==> src/rtl/vec_chunk_fifo.sv <==
// Chunked vector buffer: stores WorkingRegs-byte chunks in a circular array and flags whole vectors.
// Optional sticky overflow/underflow outputs are enabled by VEC_CHUNK_FIFO_ERR_FLAGS_EN.
module vec_chunk_fifo #(
   parameter int InVecLength = 16,
   parameter int WorkingRegs = 4,
   parameter int VecDepth    = 2
) (
   input  logic                               clk_in,
   input  logic                               rst_in,
   input  logic                               wr_en,
   input  logic signed [WorkingRegs-1:0][7:0] wr_data,
   input  logic                               rd_req,
   output logic signed [WorkingRegs-1:0][7:0] rd_data,
   output logic                               rd_valid,
   output logic                               vec_ready,
   output logic                               wr_vec_done,
   output logic                               full,
   output logic                               empty
`ifdef VEC_CHUNK_FIFO_ERR_FLAGS_EN
  ,output logic                               overflow,
   output logic                               underflow
`endif
);

   localparam int CPV   = InVecLength / WorkingRegs;
   localparam int SLOTS = VecDepth * CPV;
   localparam int PW    = (SLOTS > 1) ? $clog2(SLOTS) : 1;
   localparam int CW    = $clog2(SLOTS + 1);
   localparam int VW    = $clog2(VecDepth + 1);
   localparam int IW    = (CPV > 1) ? $clog2(CPV) : 1;
   localparam int DW    = WorkingRegs * 8;

   logic [DW-1:0] mem [SLOTS];

   logic [PW-1:0] wr_ptr_q, wr_ptr_d, rd_ptr_q, rd_ptr_d;
   logic [CW-1:0] cnt_q, cnt_d;
   logic [VW-1:0] vcnt_q, vcnt_d;
   logic [IW-1:0] widx_q, widx_d, ridx_q, ridx_d;
   logic [DW-1:0] rd_data_q;
   logic          rd_valid_q, wvd_q, full_q, empty_q, vready_q;
   logic          rd_acc, wr_acc, wr_wrap, rd_wrap;

   always_comb begin
      rd_acc   = rd_req && !empty_q;
      // a read at full frees the slot the write lands in
      wr_acc   = wr_en && (!full_q || rd_acc);
      wr_wrap  = wr_acc && (widx_q == IW'(CPV - 1));
      rd_wrap  = rd_acc && (ridx_q == IW'(CPV - 1));
      cnt_d    = cnt_q + CW'(wr_acc) - CW'(rd_acc);
      vcnt_d   = vcnt_q + VW'(wr_wrap) - VW'(rd_wrap);
      wr_ptr_d = wr_ptr_q;
      rd_ptr_d = rd_ptr_q;
      widx_d   = widx_q;
      ridx_d   = ridx_q;
      if (wr_acc) begin
         wr_ptr_d = (wr_ptr_q == PW'(SLOTS - 1)) ? '0 : wr_ptr_q + 1'b1;
         widx_d   = wr_wrap ? '0 : widx_q + 1'b1;
      end
      if (rd_acc) begin
         rd_ptr_d = (rd_ptr_q == PW'(SLOTS - 1)) ? '0 : rd_ptr_q + 1'b1;
         ridx_d   = rd_wrap ? '0 : ridx_q + 1'b1;
      end
   end

   always_ff @(posedge clk_in) begin
      if (wr_acc) mem[wr_ptr_q] <= wr_data;
   end

   always_ff @(posedge clk_in) begin
      if (!rst_in) begin
         wr_ptr_q   <= '0;
         rd_ptr_q   <= '0;
         cnt_q      <= '0;
         vcnt_q     <= '0;
         widx_q     <= '0;
         ridx_q     <= '0;
         rd_data_q  <= '0;
         rd_valid_q <= 1'b0;
         wvd_q      <= 1'b0;
         full_q     <= 1'b0;
         empty_q    <= 1'b1;
         vready_q   <= 1'b0;
      end else begin
         wr_ptr_q   <= wr_ptr_d;
         rd_ptr_q   <= rd_ptr_d;
         cnt_q      <= cnt_d;
         vcnt_q     <= vcnt_d;
         widx_q     <= widx_d;
         ridx_q     <= ridx_d;
         if (rd_acc) rd_data_q <= mem[rd_ptr_q];
         rd_valid_q <= rd_acc;
         wvd_q      <= wr_wrap;
         full_q     <= (cnt_d == CW'(SLOTS));
         empty_q    <= (cnt_d == '0);
         vready_q   <= (vcnt_d != '0);
      end
   end

   assign rd_data     = rd_data_q;
   assign rd_valid    = rd_valid_q;
   assign wr_vec_done = wvd_q;
   assign full        = full_q;
   assign empty       = empty_q;
   assign vec_ready   = vready_q;

`ifdef VEC_CHUNK_FIFO_ERR_FLAGS_EN
   logic ovf_q, udf_q;

   always_ff @(posedge clk_in) begin
      if (!rst_in) begin
         ovf_q <= 1'b0;
         udf_q <= 1'b0;
      end else begin
         ovf_q <= ovf_q | (wr_en && !wr_acc);
         udf_q <= udf_q | (rd_req && empty_q);
      end
   end

   assign overflow  = ovf_q;
   assign underflow = udf_q;
`endif

endmodule

==> config.mk <==
export PLATFORM = sky130hd
export DESIGN_NAME = vec_chunk_fifo
export DESIGN_NICKNAME = d
export VERILOG_FILES = /design/src/rtl/vec_chunk_fifo.sv
export SDC_FILE = /design/constraint.sdc
export NUM_CORES = 1
export LEC_CHECK = 0
export BUFFER_PORTS_ARGS = -buffer_cell sky130_fd_sc_hd__buf_2
export CAP_MARGIN = 20
export CELL_PAD_IN_SITES_DETAIL_PLACEMENT = 2
export CELL_PAD_IN_SITES_GLOBAL_PLACEMENT = 2
export CORE_MARGIN = 8
export CORE_UTILIZATION = 35
export CTS_BUF_LIST = sky130_fd_sc_hd__clkbuf_8
export CTS_CLUSTER_DIAMETER = 80
export DETAILED_ROUTE_END_ITERATION = 6
export PLACE_DENSITY_LB_ADDON = 0.1
export REMOVE_ABC_BUFFERS = 1
export SETUP_SLACK_MARGIN = 0.2
export SLEW_MARGIN = 25
export SYNTH_ARGS = -nofsm -noshare
export SYNTH_HDL_FRONTEND = slang
export SYNTH_SLANG_ARGS = --single-unit
==> constraint.sdc <==
create_clock -name clk_in -period 5.6 [get_ports clk_in]
set_clock_uncertainty 0.2 [all_clocks]
set_input_delay 1.12 -clock clk_in [delete_from_list [all_inputs] [get_ports clk_in]]
set_output_delay 1.12 -clock clk_in [all_outputs]
set_load 0.02 [all_outputs]
; Yosys cells after proc, flatten, opt, wreduce, memory -nomap -nowiden
; Memories as Yosys holds them, arrays and structs flattened. A register that Yosys moved wholly into a read port is not among the register bits.
; Index checks and enable logic that the tools add are counted.
[word_totals]
reg_bits = 21
ramBits = 256
inputBits = 36
output_inout_bits = 37
elab_cells = 41
mem_count = 1
[mem_list]
columns = name, words, word_bits, read_ports, rd_clocked_by_memory_dff, write_ports, line
row1 = mem, 8, 32, 1, 1, 1, 33  ; logic [DW-1:0] mem [SLOTS];
[op_classes]
add_sub_neg = 8
n_eq_ne = 5
muxes = 6
n_reduce_logical = 10
[ops]
columns = cell, count
row1 = 3-bit by 1-bit adder with 3-bit output (second input constant), 2
row2 = 3-bit equality test (second input constant), 2
row3 = 3-bit 2-to-1 mux, 2
row4 = 2-bit by 1-bit adder with 2-bit output (second input constant), 2
row5 = 4-bit by 1-bit adder with 4-bit output, 1
row6 = 2-bit equality test (second input constant), 2
row7 = 4-bit equality test (second input constant), 1
row8 = 1-bit logical AND, 4
row9 = 4-bit zero test, 1
row10 = 2-bit 2-to-1 mux, 2
row11 = 4-bit by 1-bit subtractor with 4-bit output, 1
row12 = 1-bit zero test, 3
row13 = 2-bit by 1-bit adder with 2-bit output, 1
row14 = 1-bit 2-to-1 mux, 2
row15 = 2-bit nonzero test, 1
row16 = 2-bit by 1-bit subtractor with 2-bit output, 1
row17 = 1-bit logical OR, 1

; Depth between registers and ports, before layout
[depth]
depth_word = 8
mapped_depth = 12
ltp_nobuf = 11

; Least setup slack after synthesis
; No wires, ideal clock.
[synth_path]
path_type = input port to flip-flop
start = in rd_req
end = mem mem[0][0] in the netlist's numbering (enable)
setup_ns = 0.501
arrival_ns = 4.678
required_time_ns = 4.899
slack_ns = 0.221
path_stages = 5
n_path_buf = 1
cell_sequence = nand2b_4 -> a21boi_4 -> inv_2 -> buf_2 -> nor4_1
[synth_via]
elab_chain_cells = 5
[synth_lines]
columns = element, line
row1 = from (decl), 12  ; input logic rd_req,
row2 = 1-bit logical AND, 44  ; rd_acc = rd_req && !empty_q;
row3 = 1-bit logical OR, 46  ; wr_acc = wr_en && (!full_q || rd_acc);
row4 = 1-bit logical AND, 46
row5 = 1-bit 2-to-1 mux, 66  ; if (wr_acc) mem[wr_ptr_q] <= wr_data;
row6 = 1-bit 2-to-1 mux (implied by the code), 66
row7 = to (decl), 33
; No other way between the ends.

; Worst setup path in the final report
[layout_path]
start = in rd_req
end = reg empty_q, in the netlist empty
[layout_via]
elab_chain_cells = 6
[layout_lines]
columns = element, line
row1 = 1-bit logical AND *, 44
row2 = 1-bit logical OR, 46
row3 = 1-bit logical AND, 46
row4 = 4-bit by 1-bit adder with 4-bit output, 49  ; cnt_d = cnt_q + CW'(wr_acc) - CW'(rd_acc);
row5 = 4-bit by 1-bit subtractor with 4-bit output *, 49
row6 = 4-bit zero test *, 94  ; empty_q <= (cnt_d == '0);
row7 = to (signal assigned), 94
row8 = to (decl), 40  ; logic rd_valid_q, wvd_q, full_q, empty_q, vready_q;
; Every way passes the cells marked *; elsewhere a longest branch is shown, timed or not.
; A chain may end at the register's enable or synchronous reset.

==> results.txt <==
- Die Outline Area: ~40,000 um^2
- I/O pins: 73
* Number of vias after detailed routing: 6,607
* Hold/Removal Path Class: flop to flop
- Total routing usage reported by global routing: roughly 15%
- The first routing iteration left around 250 violations.
- Count of antenna diodes in the layout: 0
* Remaining routing DRC violations: 0
- The sequential cells in the finished layout cover a total of 8750 um^2.
- Setup slack of the worst register-to-register path: 2.14 ns
* Period Utilization, post-route: 66.6%
* RD Place Congestion: 0.704
* Dominant synthesized flop cell: edfxtp_1
- Area of the placeable core: about 34,000 um^2
* Register clock-pin slew on the reported worst setup and hold paths: around 0.060 ns
* Buffering stage count on the worst path with inverters included: 5
- Buffers added on ports: just over 70
* Cell-by-cell trace of the critical path: buf_2, nand2b_4, inv_1, ha_1, inv_1, ha_1, inv_1, fa_1, inv_1, o41ai_1
- Total power: 5.64 mW
- RSZ-0062 raised after global routing: no
- Remaining Overflow, GRT: 0
* Starting Density: 35.5%
* Sink count of the clock tree: 309
* Cell Pwr Density: 406 nW/um^2
- # Max-Cap Violations: 0
- Summed over all layers, the routed wires come to 29.6 mm.
- With fillers left out, the area of the finished cells amounts to 13,900 um^2.
- For this run, the slowest stage of the critical path takes 0.60 ns.
- Entering global routing, the biggest net connects 68 pins.
- Final-layout fill cell count: 3,278
- Min cycle time layout: 3.73 ns
* Worst-Skew Late Latency: 0.57 ns
- DRT antenna net count: 0
- Share of synthesized area occupied by flip-flops and latches: roughly 73%
* Measured slew at the worst slew-check pin: around 0.86 ns
* Area after DPL: between 10,000 and 15,000 um^2
- The initial antenna violation count is 0.
* Hold worst-path end: widx_q[1]
- Number of distinct library cells after synthesis: 36
- Share of cells above drive strength 1: 19.8%
* Area Overhead vs Synth: 16.4%
* Number of endpoints failing setup at the final stage: 0
- For the worst setup path, the data required time is about 6 ns.
* Number of buffers on the longest clock path: 3
- Cells on Worst Hold Path: 2
- Critical path fanouts, max: 41
- The net count of the finished layout is just under 900.
- Overall die height: 200 um
* Area share of the leading cell type in the synthesized netlist: 64.5%
- Result of the run: finished, final reports clean
- In this design, the largest share of critical-path delay is due to adder cells.
- Fin Setup TNS: 0 ns
- Post-CTS Repair Setup Buffers: 0
- The worst setup path is launched from an input pin.
- Global routing consumed, on the met2 layer, 26.0% of the routing resources.
* CP startpoint: rd_req
* Maximum vdd drop: 0.000176 V
* Number of warnings issued by yosys: 0
* TritonCTS clock tree: yes
- Detailed placement finished with a half-perimeter wire length of 17.4 mm.
- CTS root buf: clkbuf_8
- The number of max-slew violations in the final report is 0.
* Cell taking the most area after synthesis: edfxtp_1
- Number of synthesized flops with an enable pin: 256
- Buffers inserted to repair hold after CTS numbered 0.
- The largest individual stage delay along the critical path comes from the cell inv_1.
- Number of placed cells counting well taps: 1,228
- Cells after synthesis: 732
- Number of CTS-inserted buffers: 54
- STA classifies the critical path endpoint as a flop.
* Most frequent cell after synthesis: edfxtp_1
* Cell types occupying the most area after synthesis: edfxtp_1 65%, mux2i_1 11%, dfxtp_1 8.9%, a22oi_1 4.0%, a21oi_1 1.5%
* Post-synthesis async set-or-reset flop share: 0%
- Commonest cells in the synthesized netlist: 256 x edfxtp_1, 128 x mux2i_1, 64 x a22oi_1
- The number of global-route vias before repair was 7,635.
* Hold Startpoint: widx_q[1]
- WL per Instance: 22.2 um
- The synthesized design contains around 310 register bits.
* Met1 GRT Util: 17.7%
- Worst Reg-to-Reg Cells: 9
- Met3 track demand over resource: 2.90%
* Final hold violations: 0
- Drt pass-1 iters: 4
- Dividing the detail-routed via count by the number of cells gives 4.97.
* CTS H-tree depth: 2
- In this run the most used layer during global routing was met2.
* R2r startpoint: empty
- The floorplan has 67 rows.
* Maximum operating frequency: 268 MHz
- Summing every instance area after synthesis gives between 10,000 and 15,000 um^2.
* Cell repeated most along the worst path: inv_1
- The multi-input combinational cells in the finished layout cover a total of ~2900 um^2.
- Worst EP arrival: 3.98 ns
- Once layout is complete, the cells apart from fillers number 1,329.
- Type of the worst setup path: input pin to flop
- Critical register-to-register path endpoint: empty
- Summed over all cells, the static leakage comes to approximately 4.8 nW.
- Die span in x: 200 um
- Wire length of the first global-routing pass: 45.8 mm
* CTS resizes: 0
- Max transition margin: ~43%
- After synthesis, the mean cell area works out to 16.3 um^2.
[metrics by stage]
| step | setup slack [ns] | util [%] | hold WS [ns] |
|---|---|---|---|
| floorplan | -0.208 | - | 0.247 |
| global placement | 1.31 | 37.8 | 0.257 |
| CTS | 1.77 | 41.3 | 0.284 |
| global route | 1.58 | 41.3 | 0.320 |
| finish | 1.87 | 41.3 | 0.277 |
| detailed placement | 1.20 | 38.3 | 0.276 |
[worst min-delay path: cells and delay by family, from the launching register on]
kind               cells  cell delay [ns]
AOI/OAI and AO/OA      1             0.07
DFF                    1             0.31
and+or+nand+nor        1             0.05
[worst max path at each step]
| stage | to | cells past startpoint | slack, ns |
|---|---|---|---|
| 3_5_place_dp | empty | 10 | 1.20 |
| 5_1_grt | empty | 10 | 1.58 |
| 3_3_place_gp | empty | 10 | 1.31 |
| 6_report | empty | 10 | 1.87 |
| 2_1_floorplan | rd_ptr_q[0] | 5 | -0.21 |
| 4_1_cts | empty | 10 | 1.77 |
[state kept, by name, summed over array words and instances, names as in the netlist]
register     count
wr_ptr_q         3
vec_ready        1
rd_data         32
mem            256
cnt_q            4
rd_ptr_q         3
ridx_q           2
widx_q           2
full             1
vcnt_q           2
rd_valid         1
empty            1
wr_vec_done      1
[final cells by class]
class	instances	area share, %
clock inverter	39	1.12
clock buffer	61	6.06
sequential	309	63.1
multi-input combinational	370	20.7
inverter	9	0.244
timing repair buffer	93	4.75
tap	448	4.04
[per-layer routing]
layer / vias to the layer above / wire length [um]
li1: 3032 / -
met1: 3412 / 12800
met2: 117 / 15100
met3: 46 / 1090
met4: 0 / 539
met5: - / 0
[power breakdown]
group,total (mW),internal [mW],switching (mW)
combinational,0.985,0.365,0.620
sequential,2.78,2.69,0.0896
clock,1.87,0.989,0.882
total,5.64,4.04,1.59
[cell usage in the layout, fill, tap and decap left out, drive strengths merged]
| master | instances |
|---|---|
| a21oi | 35 |
| buf | 93 |
| nor4 | 1 |
| xnor2 | 5 |
| or2 | 1 |
| or3 | 2 |
| mux2i | 128 |
| nand3b | 2 |
| and3 | 2 |
| ha | 12 |
| clkbuf | 61 |
| a21o | 1 |
| and2 | 8 |
| edfxtp | 256 |
| nor2 | 36 |
| nand2 | 15 |
| inv | 34 |
| nor2b | 5 |
| clkinv | 13 |
| a21boi | 9 |
| o41ai | 1 |
| nand2b | 3 |
| fa | 1 |
| clkinvlp | 1 |
| nor3 | 7 |
| o21ai | 32 |
| dfxtp | 53 |
| a22oi | 64 |
[cells by family (layout without fill, tap and decap cells)]
family                     count (synthesis)  after routing  synth area share (%)
AOI/OAI and AO/OA                        142            142                  7.65
xor gates and xnor gates                   5              5                 0.368
adders and majority gates                 13             13                  1.43
buffers and inverters                     53            202                  3.11
DFF                                      309            309                  73.4
muxes                                    128            128                  10.8
and+or+nand+nor                           82             82                  3.25
Note: power is estimated with default switching activity, not from simulation.
